## src/rtl/queue_structure.sv

```systemverilog
// Circular-buffer FIFO with pop, non-destructive peak, registered read data and sticky
// overflow/underflow flags.
module queue_structure #(
    parameter int data_width  = 8,
    parameter int QUEUE_depth = 8
) (
    input  logic                         clk,
    input  logic                         rst,
    input  logic                         push,
    input  logic                         pop,
    input  logic                         peak,
    input  logic [data_width-1:0]        dataIn,
    output logic [data_width-1:0]        dataOut,
    output logic                         out_valid,
    output logic                         full,
    output logic                         empty,
    output logic [$clog2(QUEUE_depth):0] count,
    output logic                         overflow,
    output logic                         underflow
);

    localparam int AW = $clog2(QUEUE_depth);
    localparam int CW = AW + 1;

    logic [data_width-1:0] mem [QUEUE_depth];
    logic [AW-1:0]         head;
    logic [AW-1:0]         tail;
    logic [CW-1:0]         cnt;

    logic do_wr;
    logic do_rd;
    logic do_peek;
    logic set_ovf;
    logic set_unf;

    assign count = cnt;
    assign full  = (cnt == CW'(QUEUE_depth));
    assign empty = (cnt == '0);

    always_comb begin
        do_wr   = 1'b0;
        do_rd   = 1'b0;
        do_peek = 1'b0;
        set_ovf = 1'b0;
        set_unf = 1'b0;
        // peak combined with push or pop is deliberately ignored
        if (!(peak && (push || pop))) begin
            if (push && pop) begin
                // when full, the pop frees the slot the push lands in
                do_wr = 1'b1;
                if (empty) set_unf = 1'b1;
                else       do_rd   = 1'b1;
            end else if (push) begin
                if (full) set_ovf = 1'b1;
                else      do_wr   = 1'b1;
            end else if (pop) begin
                if (empty) set_unf = 1'b1;
                else       do_rd   = 1'b1;
            end else if (peak) begin
                if (empty) set_unf = 1'b1;
                else       do_peek = 1'b1;
            end
        end
    end

    always_ff @(posedge clk or posedge rst) begin
        if (rst) begin
            head      <= '0;
            tail      <= '0;
            cnt       <= '0;
            dataOut   <= '0;
            out_valid <= 1'b0;
            overflow  <= 1'b0;
            underflow <= 1'b0;
        end else begin
            out_valid <= do_rd | do_peek;
            if (do_rd || do_peek) dataOut <= mem[head];
            if (do_rd) head <= head + AW'(1);
            if (do_wr) tail <= tail + AW'(1);
            case ({do_wr, do_rd})
                2'b10:   cnt <= cnt + CW'(1);
                2'b01:   cnt <= cnt - CW'(1);
                default: cnt <= cnt;
            endcase
            overflow  <= overflow | set_ovf;
            underflow <= underflow | set_unf;
        end
    end

    // Storage is intentionally not reset.
    always_ff @(posedge clk) begin
        if (do_wr && !rst) mem[tail] <= dataIn;
    end

endmodule

```

## config.mk

```make
export PLATFORM = sky130hd
export DESIGN_NAME = queue_structure
export DESIGN_NICKNAME = d
export VERILOG_FILES = /design/src/rtl/queue_structure.sv
export SDC_FILE = /design/constraint.sdc
export NUM_CORES = 1
export LEC_CHECK = 0
export CAP_MARGIN = 20
export CORE_ASPECT_RATIO = 1.25
export CORE_MARGIN = 2
export CORE_UTILIZATION = 60
export DETAILED_ROUTE_END_ITERATION = 8
export PLACE_DENSITY = 0.78
export REMOVE_ABC_BUFFERS = 1
export SYNTH_ARGS = -nofsm -noshare
export SYNTH_HDL_FRONTEND = slang
export SYNTH_SLANG_ARGS = --single-unit
export TNS_END_PERCENT = 1
```

## constraint.sdc

```tcl
create_clock -name clk -period 6.69 [get_ports clk]
set_input_delay 1.338 -clock clk [delete_from_list [all_inputs] [get_ports clk]]
set_output_delay 1.338 -clock clk [all_outputs]
set_load 0.02 [all_outputs]
```

# Word level (Yosys, flattened, before mapping)
# Memory sizes are Yosys's and may differ from the RTL's. A register that Yosys moved wholly into a read port is not among the register bits.
# Cells that the tools add are included.
[word_totals]
regBits = 13
output_inout_bits = 17
ram_bits = 64
memories = 1
wordCells = 52
[op_classes]
bitwise = 3
addsub = 4
reduce_logical = 8
n_mux = 27
n_eq_ne = 3
[memory_table]
columns = ["memory", "words", "width", "read_ports", "rd_ports_with_merged_regs", "wr", "line_no", "rtl"]
rows = [
  ["mem", 8, 8, 1, 1, 1, "25", "logic [data_width-1:0] mem [QUEUE_depth];"],
]
[ops]
columns = ["operator", "n"]
rows = [
  ["$mux 1", 26],
  ["$pmux 4 s2", 1],
  ["$add 3x1->3 const B", 2],
  ["$add 4x1->4 const B", 1],
  ["$eq 4x4->1 const B", 1],
  ["$logic_not 4->1", 1],
  ["$sub 4x1->4 const B", 1],
  ["$logic_and 1x1->1", 3],
  ["$or 1x1->1", 3],
  ["$eq 2x1->1 const B", 1],
  ["$eq 2x2->1 const B", 1],
  ["$logic_or 1x1->1", 2],
  ["$reduce_bool 2->1", 1],
  ["$logic_not 1->1", 1],
]

# Depth between registers and ports, before layout
[depth]
depth_word = 8
mapped_depth = 10
mapped_depth_nobuf = 10

# Worst setup path before layout
# OpenSTA, ideal clock, no wires.
[synth_timing]
path_kind = "input port to flip-flop"
start = "input port push"
end = "memory mem[0][0], enable pin"
n_path_buf = 0
slack_ns = 3.641
required_ns = 6.295
stages = 4
t_arrival_ns = 2.654
path_cell_list = "nor2b_1 > o21a_1 > nand2b_1 > nor4_1"
[synth_via]
elab_chain_len = 6
[synth_rtl]
columns = ["element", "line_no", "rtl"]
rows = [
  ["start, declared", "9", "input logic push,"],
  ["$mux 1 (tied with other cells)", "53", "end else if (push) begin"],
  ["$mux 1 / $logic_and 1x1->1 (equally long branches)", "48, 47", ""],
  ["$mux 1 (*)", "47", "if (!(peak && (push || pop))) begin"],
  ["$logic_and 1x1->1 (*)", "92", "if (do_wr && !rst) mem[tail] <= dataIn;"],
  ["$mux 1 (*)", "92", ""],
  ["$mux 1 (implied by the code) (*)", "92", ""],
  ["end, declared", "25", ""],
]
# Mark *: on every way between the ends. The rest lies on a longest branch, timed or not.

# Worst setup path after layout
[layout_timing]
start = "register cnt[1], in the netlist count[1]"
end = "output port full"
[layout_via]
elab_chain_len = 1
[layout_rtl]
columns = ["element", "line_no", "rtl"]
rows = [
  ["start, declared", "28", "logic [CW-1:0] cnt;"],
  ["start signal, assigned", "81", "2'b10: cnt <= cnt + CW'(1);"],
  ["start signal, assigned", "82", "2'b01: cnt <= cnt - CW'(1);"],
  ["start signal, assigned", "83", "default: cnt <= cnt;"],
  ["$eq 4x4->1", "37", "assign full = (cnt == CW'(QUEUE_depth));"],
  ["end, declared", "15", "output logic full,"],
]
# No other way between the ends.

==> results_dict.tcl <==
set metrics [dict create \
    portBuffers 29 \
    p_int_mw 1.079 \
    rr_startpoint "count[1]" \
    die_h_um 88.22 \
    stdcell_area_um2 3969 \
    synthFlopType "edfxtp_1" \
    post-cts-setup-buffer-count 0 \
    syn2layout_area_growth_pct 16.57 \
    rsz0062_at_grt "no" \
    p_seq_frac 0.478 \
    finalSetupViolCount 0 \
    min_period_over_period 0.5138 \
    synth_area_leaders "edfxtp_1 56%, dfrtp_1 15%, mux4_2 11%" \
    ys_types 35 \
    drc 0 \
    ys_seq_area_frac 0.7189 \
    layout-drive-gt1-share 0.1702 \
    tritoncts "built" \
    vias 1811 \
    dieArea_um2 6297 \
    synth_most_common_cell "edfxtp_1" \
    critPathArrivalTime_ns 2.10 \
    whs_path_depth 1 \
    cts_buffer_depth 2 \
    max-cap-violations 0 \
    max_freq_mhz 290.9 \
    setup_tns_ns 0 \
    p_comb_frac 0.292 \
    cp-end-kind "primary output" \
    grt_max_degree 24 \
    clock_sinks 85 \
    num_io_pins 30 \
    synthTopCellsByCount "64 x edfxtp_1, 21 x dfrtp_1, 18 x nand2_1" \
    yosysTopAreaCell "edfxtp_1" \
    ant_nets 0 \
    p_switching_mw 0.4950 \
    status "finished, final reports clean" \
    max-slew-margin-rel 0.3713 \
    finalWirelength_mm 6.112 \
    cts_hold_buf 0 \
    dp_hpwl_mm 4.063 \
    reg2reg_to "count[2]" \
    min_from "overflow" \
    wire_per_inst_um 20.44 \
    grt_pass1_wl_mm 9.597 \
    dieWidth_um 71.38 \
    clk_latency_ns 0.36 \
    ys_ff_latch 85 \
    reg2regPathDepth 10 \
    placed_area_um2 3749 \
    path_class "reg -> out" \
    hold_violations 0 \
    initial_core_util 0.6255 \
    power_leakage_nw 1.423 \
    r2r_setup_slack_ns 3.96 \
    track_usage 0.2170 \
    worstHoldEndpoint "overflow" \
    grt_pass1_vias 1792 \
    viasPerCell 6.057 \
    core_um2 5443 \
    cp_max_fo 9 \
    tightest_slew_ns 0.9396 \
    place_congestion 0.8342 \
    ys_warn_count 0 \
    clkTransAtPathRegs_ns 0.09 \
    synth_edf_count 64 \
    netlist_instances 194 \
    postCtsResizedCells 0 \
    crit_required_ns 5.35 \
    netlist_area_um2 3405 \
    switching_share 0.3145 \
    fin_nets 248 \
    drtIter0Drc 161 \
    clock-root-buffer "clkbuf_8" \
    p_per_area_nw_per_um2 396.6 \
    cts_max_level 3 \
    numCtsBuffers 9 \
    fin_crit_ns 3.438 \
    max-vdd-ir-drop_v 0.0001901 \
    fillers 323 \
    pwr-share-clk 0.230 \
    row_count 30 \
    drv_slew 0 \
    syn_area_per_cell_um2 17.55 \
    dr.pass1.iters 4 \
    antenna_found_initial 0 \
    async_reset_ff_frac 0.2471 \
    skew_ns 0.01427 \
    hold_class "reg -> reg" \
    overflow 0 \
    worstSetupStartpointType "register" \
    synth.top_cell.area_share 0.5645 \
    num_antenna_cells 0 \
]
worst max-delay path, cell delays in order, from the launching register on:
cell and delay, ns:
dfrtp_1 0.49, or4b_1 0.58, inv_1 0.08, clkdlybuf4s50_1 0.59
layer usage:
metal  up-vias  share of wire  track usage
met5         -              0            0
met4         0          0.022      0.09605
met3        13          0.059      0.06720
met2        76           0.53       0.3460
met1       903           0.39       0.2793
li1        819              -            -
registers in the layout, indices dropped and copies added, names as in the netlist:
| register | count |
|---|---|
| overflow | 1 |
| tail | 3 |
| dataOut | 8 |
| underflow | 1 |
| head | 3 |
| out_valid | 1 |
| count | 4 |
| mem | 64 |
per-stage QoR:
step,instances,setup slack (ns),hold WS (ns),power [mW],util
after floorplan,187,3.641,0.4846,1.032,-
after global placement,282,3.107,0.4438,1.195,0.6887
after detailed placement,282,2.943,0.4477,1.217,0.6887
after CTS,298,3.239,0.4678,1.579,0.7264
after global routing,299,3.133,0.4786,1.653,0.7292
final,299,3.252,0.4658,1.574,0.7292
layout make-up:
cell class	instances	area (µm²)	area share
repair buffers	32	320.3	0.08071
clock buffers	9	123.9	0.03121
clock inverters	7	81.33	0.02049
well taps	64	80.08	0.02018
multi-input cells	97	897.1	0.2260
flip-flops and latches	85	2447	0.6166
inverters	5	18.77	0.004729
logic make-up after synthesis:
group | after synthesis | share of synthesized area
adder cells (fa/ha/maj) | 5 | 0.01838
buffers and inverters | 12 | 0.01764
AO/OA/AOI/OAI | 16 | 0.02756
XOR/XNOR | 8 | 0.02058
multiplexers | 26 | 0.1371
AND/OR/NAND/NOR | 42 | 0.05990
flip-flops | 85 | 0.7189
power by group through the flow:
stage / Combinational [mW] / Sequential, mW / Clock (mW)
2_1_floorplan: 0.235 / 0.797 / 0
3_3_place_gp: 0.422 / 0.773 / 0
3_5_place_dp: 0.437 / 0.780 / 0
4_1_cts: 0.438 / 0.769 / 0.373
5_1_grt: 0.495 / 0.765 / 0.393
6_report: 0.459 / 0.753 / 0.362
placed cells by master (no fill, tap or decap), types with 2 or more instances in the layout:
| cell type | instances |
|---|---|
| nor2b_1 | 2 |
| xor2_1 | 4 |
| nor2_1 | 10 |
| nand2_1 | 18 |
| clkbuf_8 | 9 |
| mux2i_1 | 8 |
| clkdlybuf4s50_1 | 29 |
| edfxtp_1 | 64 |
| buf_4 | 2 |
| nand2b_1 | 3 |
| ha_1 | 5 |
| inv_1 | 4 |
| xnor2_1 | 4 |
| inv_6 | 3 |
| clkinv_4 | 2 |
| dfrtp_1 | 21 |
| nor4_1 | 2 |
| nor3b_1 | 2 |
| mux4_2 | 16 |
| o21ai_0 | 9 |
worst max-delay path by stage:
| stage | depth (start not counted) | slack, ns | start | endpoint |
|---|---|---|---|---|
| 2_1_floorplan | 4 | 3.64 | push | mem[0][0] |
| 3_3_place_gp | 4 | 3.11 | rst | mem[7][3] |
| 3_5_place_dp | 10 | 2.94 | pop | count[2] |
| 4_1_cts | 3 | 3.24 | count[1] | full |
| 5_1_grt | 10 | 3.13 | pop | count[2] |
| 6_report | 3 | 3.25 | count[1] | full |
No activity file was read; power rests on OpenSTA's default activity.
